$ cat config.mk
export PLATFORM = sky130hd
export DESIGN_NAME = wb_ahbl_bridge
export DESIGN_NICKNAME = d
export VERILOG_FILES = /design/src/rtl/wb_ahbl_bridge.sv
export SDC_FILE = /design/constraint.sdc
export NUM_CORES = 1
export LEC_CHECK = 0
export ABC_AREA = 1
export BUFFER_PORTS_ARGS = -buffer_cell sky130_fd_sc_hd__buf_4
export CAP_MARGIN = 5
export CORE_MARGIN = 3
export CORE_UTILIZATION = 40
export DETAILED_ROUTE_END_ITERATION = 8
export PLACE_DENSITY = 0.77
export SYNTH_ARGS = -nofsm -noshare
export SYNTH_HDL_FRONTEND = slang
export SYNTH_SLANG_ARGS = --single-unit
$ cat constraint.sdc
create_clock -name wb_clk -period 1.4 [get_ports wb_clk]
set_input_delay 0.14 -clock wb_clk [delete_from_list [all_inputs] [get_ports wb_clk]]
set_output_delay 0.14 -clock wb_clk [all_outputs]
set_load 0.05 [all_outputs]
$ cat src/rtl/wb_ahbl_bridge.sv
// Wishbone-classic slave to AHB-Lite master bridge: each WB cycle becomes one
// SINGLE/NONSEQ AHB transfer, with byte-lane to hsize mapping and error return.
module wb_ahbl_bridge #(
    parameter int ADDR_W         = 32,
    parameter bit ERR_ON_BAD_SEL = 1'b1
) (
    input  logic              wb_clk,
    input  logic              wb_rst,
    input  logic [ADDR_W-1:0] wb_m2s_adr,
    input  logic [31:0]       wb_m2s_dat,
    input  logic [3:0]        wb_m2s_sel,
    input  logic              wb_m2s_we,
    input  logic              wb_m2s_cyc,
    input  logic              wb_m2s_stb,
    output logic [31:0]       wb_s2m_dat,
    output logic              wb_s2m_ack,
    output logic              wb_s2m_err,
    output logic              hclk,
    output logic              hresetn,
    output logic [ADDR_W-1:0] haddr,
    output logic              hwrite,
    output logic [2:0]        hsize,
    output logic [2:0]        hburst,
    output logic [1:0]        htrans,
    output logic [31:0]       hwdata,
    input  logic [31:0]       hrdata,
    input  logic              hready,
    input  logic [1:0]        hresp
);

    typedef enum logic [1:0] {IDLE, ADDR, DATA, RESP} state_t;

    state_t            state, state_nx;
    logic [ADDR_W-1:0] haddr_q, haddr_nx;
    logic              hwrite_q, hwrite_nx;
    logic [2:0]        hsize_q, hsize_nx;
    logic [31:0]       hwdata_q, hwdata_nx;
    logic [31:0]       rdata_q, rdata_nx;
    logic              resp_err_q, resp_err_nx;
    logic              aborted_q, aborted_nx;

    logic              sel_ok;
    logic [2:0]        dec_size;
    logic [1:0]        dec_lo;
    logic              req;
    logic              unused_inputs;

    assign unused_inputs = ^{wb_m2s_adr[1:0], hresp[1]};

    assign hclk       = wb_clk;
    assign hresetn    = ~wb_rst;
    assign hburst     = 3'b000;
    assign htrans     = (state == ADDR) ? 2'b10 : 2'b00;
    assign haddr      = haddr_q;
    assign hwrite     = hwrite_q;
    assign hsize      = hsize_q;
    assign hwdata     = hwdata_q;
    assign wb_s2m_dat = rdata_q;
    assign wb_s2m_ack = (state == RESP) && !resp_err_q;
    assign wb_s2m_err = (state == RESP) && resp_err_q;

    assign req = wb_m2s_cyc & wb_m2s_stb & ~wb_s2m_ack & ~wb_s2m_err;

    // Unsupported lane patterns fall back to a word transfer at the aligned address.
    always_comb begin
        sel_ok   = 1'b1;
        dec_size = 3'd2;
        dec_lo   = 2'b00;
        case (wb_m2s_sel)
            4'b1111: begin dec_size = 3'd2; dec_lo = 2'b00; end
            4'b0011: begin dec_size = 3'd1; dec_lo = 2'b00; end
            4'b1100: begin dec_size = 3'd1; dec_lo = 2'b10; end
            4'b0001: begin dec_size = 3'd0; dec_lo = 2'b00; end
            4'b0010: begin dec_size = 3'd0; dec_lo = 2'b01; end
            4'b0100: begin dec_size = 3'd0; dec_lo = 2'b10; end
            4'b1000: begin dec_size = 3'd0; dec_lo = 2'b11; end
            default: sel_ok = 1'b0;
        endcase
    end

    always_comb begin
        state_nx    = state;
        haddr_nx    = haddr_q;
        hwrite_nx   = hwrite_q;
        hsize_nx    = hsize_q;
        hwdata_nx   = hwdata_q;
        rdata_nx    = rdata_q;
        resp_err_nx = resp_err_q;
        aborted_nx  = aborted_q;
        case (state)
            IDLE: begin
                if (req) begin
                    if (sel_ok || !ERR_ON_BAD_SEL) begin
                        state_nx   = ADDR;
                        haddr_nx   = {wb_m2s_adr[ADDR_W-1:2], dec_lo};
                        hwrite_nx  = wb_m2s_we;
                        hsize_nx   = dec_size;
                        aborted_nx = 1'b0;
                    end else begin
                        state_nx    = RESP;
                        resp_err_nx = 1'b1;
                    end
                end
            end
            ADDR: begin
                if (!wb_m2s_cyc) aborted_nx = 1'b1;
                if (hready) begin
                    state_nx  = DATA;
                    hwdata_nx = wb_m2s_dat;
                end
            end
            DATA: begin
                // A dropped cycle still lets the AHB transfer finish, but the WB side gets no response.
                if (!wb_m2s_cyc) aborted_nx = 1'b1;
                if (hready) begin
                    if (aborted_nx) begin
                        state_nx = IDLE;
                    end else begin
                        state_nx    = RESP;
                        resp_err_nx = hresp[0];
                        if (!hresp[0] && !hwrite_q) rdata_nx = hrdata;
                    end
                end
            end
            RESP: begin
                state_nx    = IDLE;
                resp_err_nx = 1'b0;
            end
            default: state_nx = IDLE;
        endcase
    end

    always_ff @(posedge wb_clk) begin
        if (wb_rst) begin
            state      <= IDLE;
            haddr_q    <= '0;
            hwrite_q   <= 1'b0;
            hsize_q    <= 3'b010;
            hwdata_q   <= '0;
            rdata_q    <= '0;
            resp_err_q <= 1'b0;
            aborted_q  <= 1'b0;
        end else begin
            state      <= state_nx;
            haddr_q    <= haddr_nx;
            hwrite_q   <= hwrite_nx;
            hsize_q    <= hsize_nx;
            hwdata_q   <= hwdata_nx;
            rdata_q    <= rdata_nx;
            resp_err_q <= resp_err_nx;
            aborted_q  <= aborted_nx;
        end
    end

endmodule

==> metrics.md <==
| Metric | Value |
|---|---|
| Crit path time final | `between 1.5 and 2 ns` |
| R2R depth | `8` |
| Area Overhead vs Synth | `88.6%` |
| Worst Skew | `0.00997 ns` |
| Final Util | `78.7%` |
| Worst setup SP type | `register` |
| DRC viols | `0` |
| Violated checks | `setup timing` |
| Layout cells sized above 1 | `between 30 and 40%` |
| Leakage | `3.76 nW` |
| PwrDens | `roughly 1300 nW/um2` |
| Placed Area | `between 5000 and 6000 um2` |
| Max Slew Vio Count | `0` |
| Yosys warns | `0` |
| CP arrival | `1.40 ns` |
| Most frequent cells in the layout | `buf_4, nor2_1, dfxtp_1` |
| TritonCTS clock tree | `done` |
| All-Layer GR Usage | `around a quarter` |
| Post-Synthesis Mean Instance Area | `about 7 um2` |
| CTS clk-pin slew, worst paths | `0.10 ns` |
| Die Y | `108 um` |
| Worst reg2reg setup slack | `-0.13 ns` |
| Hold WC Path Type | `in -> reg` |
| Status | `finished, violations left` |
| Vias | `5,088` |
| Final hold viol count | `0` |
| Buffers on Ports | `208` |
| Initial core utilization | `about two fifths` |
| Setup-failing EPs final | `72` |
| Largest net degree at the start of global routing | `43` |
| Worst vdd ir | `955 uV` |
| CP max FO | `4` |
| Clk_lat worst skew | `0.48 ns` |
| Post-DP HPWL | `~8500 um` |
| Fin area | `7840 um2` |
| Die X | `108 um` |
| Critical path class | `reg -> out` |
| Share of the synthesized area in the top cell type | `49.6%` |
| Starting DRC count in detailed routing | `392` |
| Critical Path End | `wb_s2m_err` |
| Largest area contributor in the netlist | `dfxtp_1` |
| Core area | `9950 um2` |
| Initial antenna violation count | `1` |
| Sequential-to-total area share from yosys stat | `49.6%` |
| FP Rows | `36` |
| First-pass GRT wire length | `21,900 um` |
| Synth Register Bits | `103` |
| Synth top area cells | `dfxtp_1, nor2_1, nand2_1, o21ai_0, inv_1` |
| Cells after Synth | `593` |
| Commonest non-fill, non-tap cell in the layout | `buf_4` |
| Vias in the first global route | `slightly below 5,000` |
| Synthesized area | `4160 um2` |
| Final nets | `1,028` |
| Worst setup startpoint | `state[0]` |
| Routed len/inst | `15.7 um` |
| I/O pin cnt | `217` |
| Final worst setup slack | `-0.138 ns` |
| Post-DRT Antenna Nets | `0` |
| MaxCap Viol Count | `0` |
| Full die area | `11,600 um2` |
| Final GP Congestion | `between 0.7 and 0.8` |
| Required @ worst endpoint | `around 1.3 ns` |
| Ratio of final minimum period to clock period | `110%` |
| Critical Path End Type | `primary output` |
| RSZ-0062 raised after global routing | `true` |
| Global route total overflow | `0` |
| R2R Path Start | `state[0]` |
| Drt first pass iters | `5` |
| Via-per-instance ratio | `between 4 and 5` |
| Place WS | `-0.114 ns` |
| Final wirelength | `16,500 um` |
| Fmax | `between 600 and 700 MHz` |
| Capture point of the worst reg-to-reg path | `haddr[8]` |
| Unique masters post-synth | `20` |
-- sequential cells by signal (all words and copies together), names as in the netlist --
register	count
hsize	2
aborted_q	1
hwrite	1
hwdata	32
wb_s2m_dat	32
haddr	32
resp_err_q	1
state	2
-- where the power goes --
| part | switching (mW) | total (mW) | internal (mW) | leakage [nW] |
|---|---|---|---|---|
| Sequential | 0.276 | 3.64 | 3.36 | 0.838 |
| Clock | 1.18 | 2.32 | 1.14 | 0.132 |
| Combinational | 2.83 | 4.53 | 1.70 | 2.79 |
| Total | 4.28 | 10.5 | 6.20 | 3.76 |
-- per-stage QoR --
stage	cells	TNS (ns)	hold slack (ns)	total power, mW
after floorplan	597	-0.00364	0.202	6.25
after global placement	916	0	0.310	7.32
after detailed placement	916	-2.12	0.310	7.42
after CTS	1035	-0.421	0.0242	9.93
after global routing	1053	-9.54	0.0509	11.0
final	1053	-4.18	0.0372	10.5
-- cell families (layout without fill, tap and decap cells) --
family | after synthesis | in the layout | share of synthesized area, %
AO/OA/AOI/OAI | 72 | 72 | 8.67
flip-flops | 103 | 103 | 49.6
buffers and inverters | 93 | 414 | 9.76
AND/OR/NAND/NOR | 318 | 319 | 30.1
adder cells (fa/ha/maj) | 6 | 6 | 1.81
other | 1 | 6 | 0.0902
-- worst max-delay path, stage by stage (launching register included) --
cell	delay (ns)
dfxtp_4	0.39
ha_4	0.15
buf_6	0.10
nand2_2	0.05
inv_2	0.07
buf_8	0.15
-- timing repair --
action	4_1_cts	5_1_grt
buffers inserted	4	4
gates resized for setup	30	127
hold endpoints to repair	97	0
endpoints found under the setup margin	73	100
hold buffers	96	0
cloned	0	13
pin swaps	3	23
-- worst min-delay path by stage --
| stage | depth (start not counted) | to | startpoint | slack [ns] |
|---|---|---|---|---|
| after floorplan | 1 | state[0] | wb_rst | 0.20 |
| after global placement | 1 | hclk | wb_clk | 0.31 |
| after detailed placement | 1 | hclk | wb_clk | 0.31 |
| after CTS | 3 | hsize[1] | wb_rst | 0.02 |
| after global routing | 3 | hsize[1] | wb_rst | 0.05 |
| final | 3 | hsize[1] | wb_rst | 0.04 |
-- routing by layer --
metal  vias to the layer above  GRT usage, %  wire length [um]  share of wire, %
li1                       2436             -                 -                 -
met1                      2350          24.1              6060                37
met2                       239          42.8              8640                52
met3                        63          7.32              1170               7.1
met4                         0          12.9               642               3.9
met5                         -             0                 0                 0
-- Yosys cell counts --
cell type	count
buf_2	6
buf_4	9
nor2_2	1
a21oi_1	4
nor2_1	201
buf_1	3
conb_1	1
clkbuf_1	18
nor3_1	1
nand4_1	7
nand2_2	2
ha_1	6
dfxtp_1	103
nand3_2	1
nand3_4	1
nand3_1	7
buf_6	2
nand2_1	97
inv_1	55
o21ai_0	68
-- area by class of cell --
type,instances,area [um2]
repair buffers,339,3070
fillers,610,2120
flip-flops and latches,103,2070
multi-input cells,402,2060
inverters,55,214
clock buffers,15,200
well taps,133,166
clock inverters,5,56.3
diodes,1,2.50
Note: power is estimated with default switching activity, not from simulation.
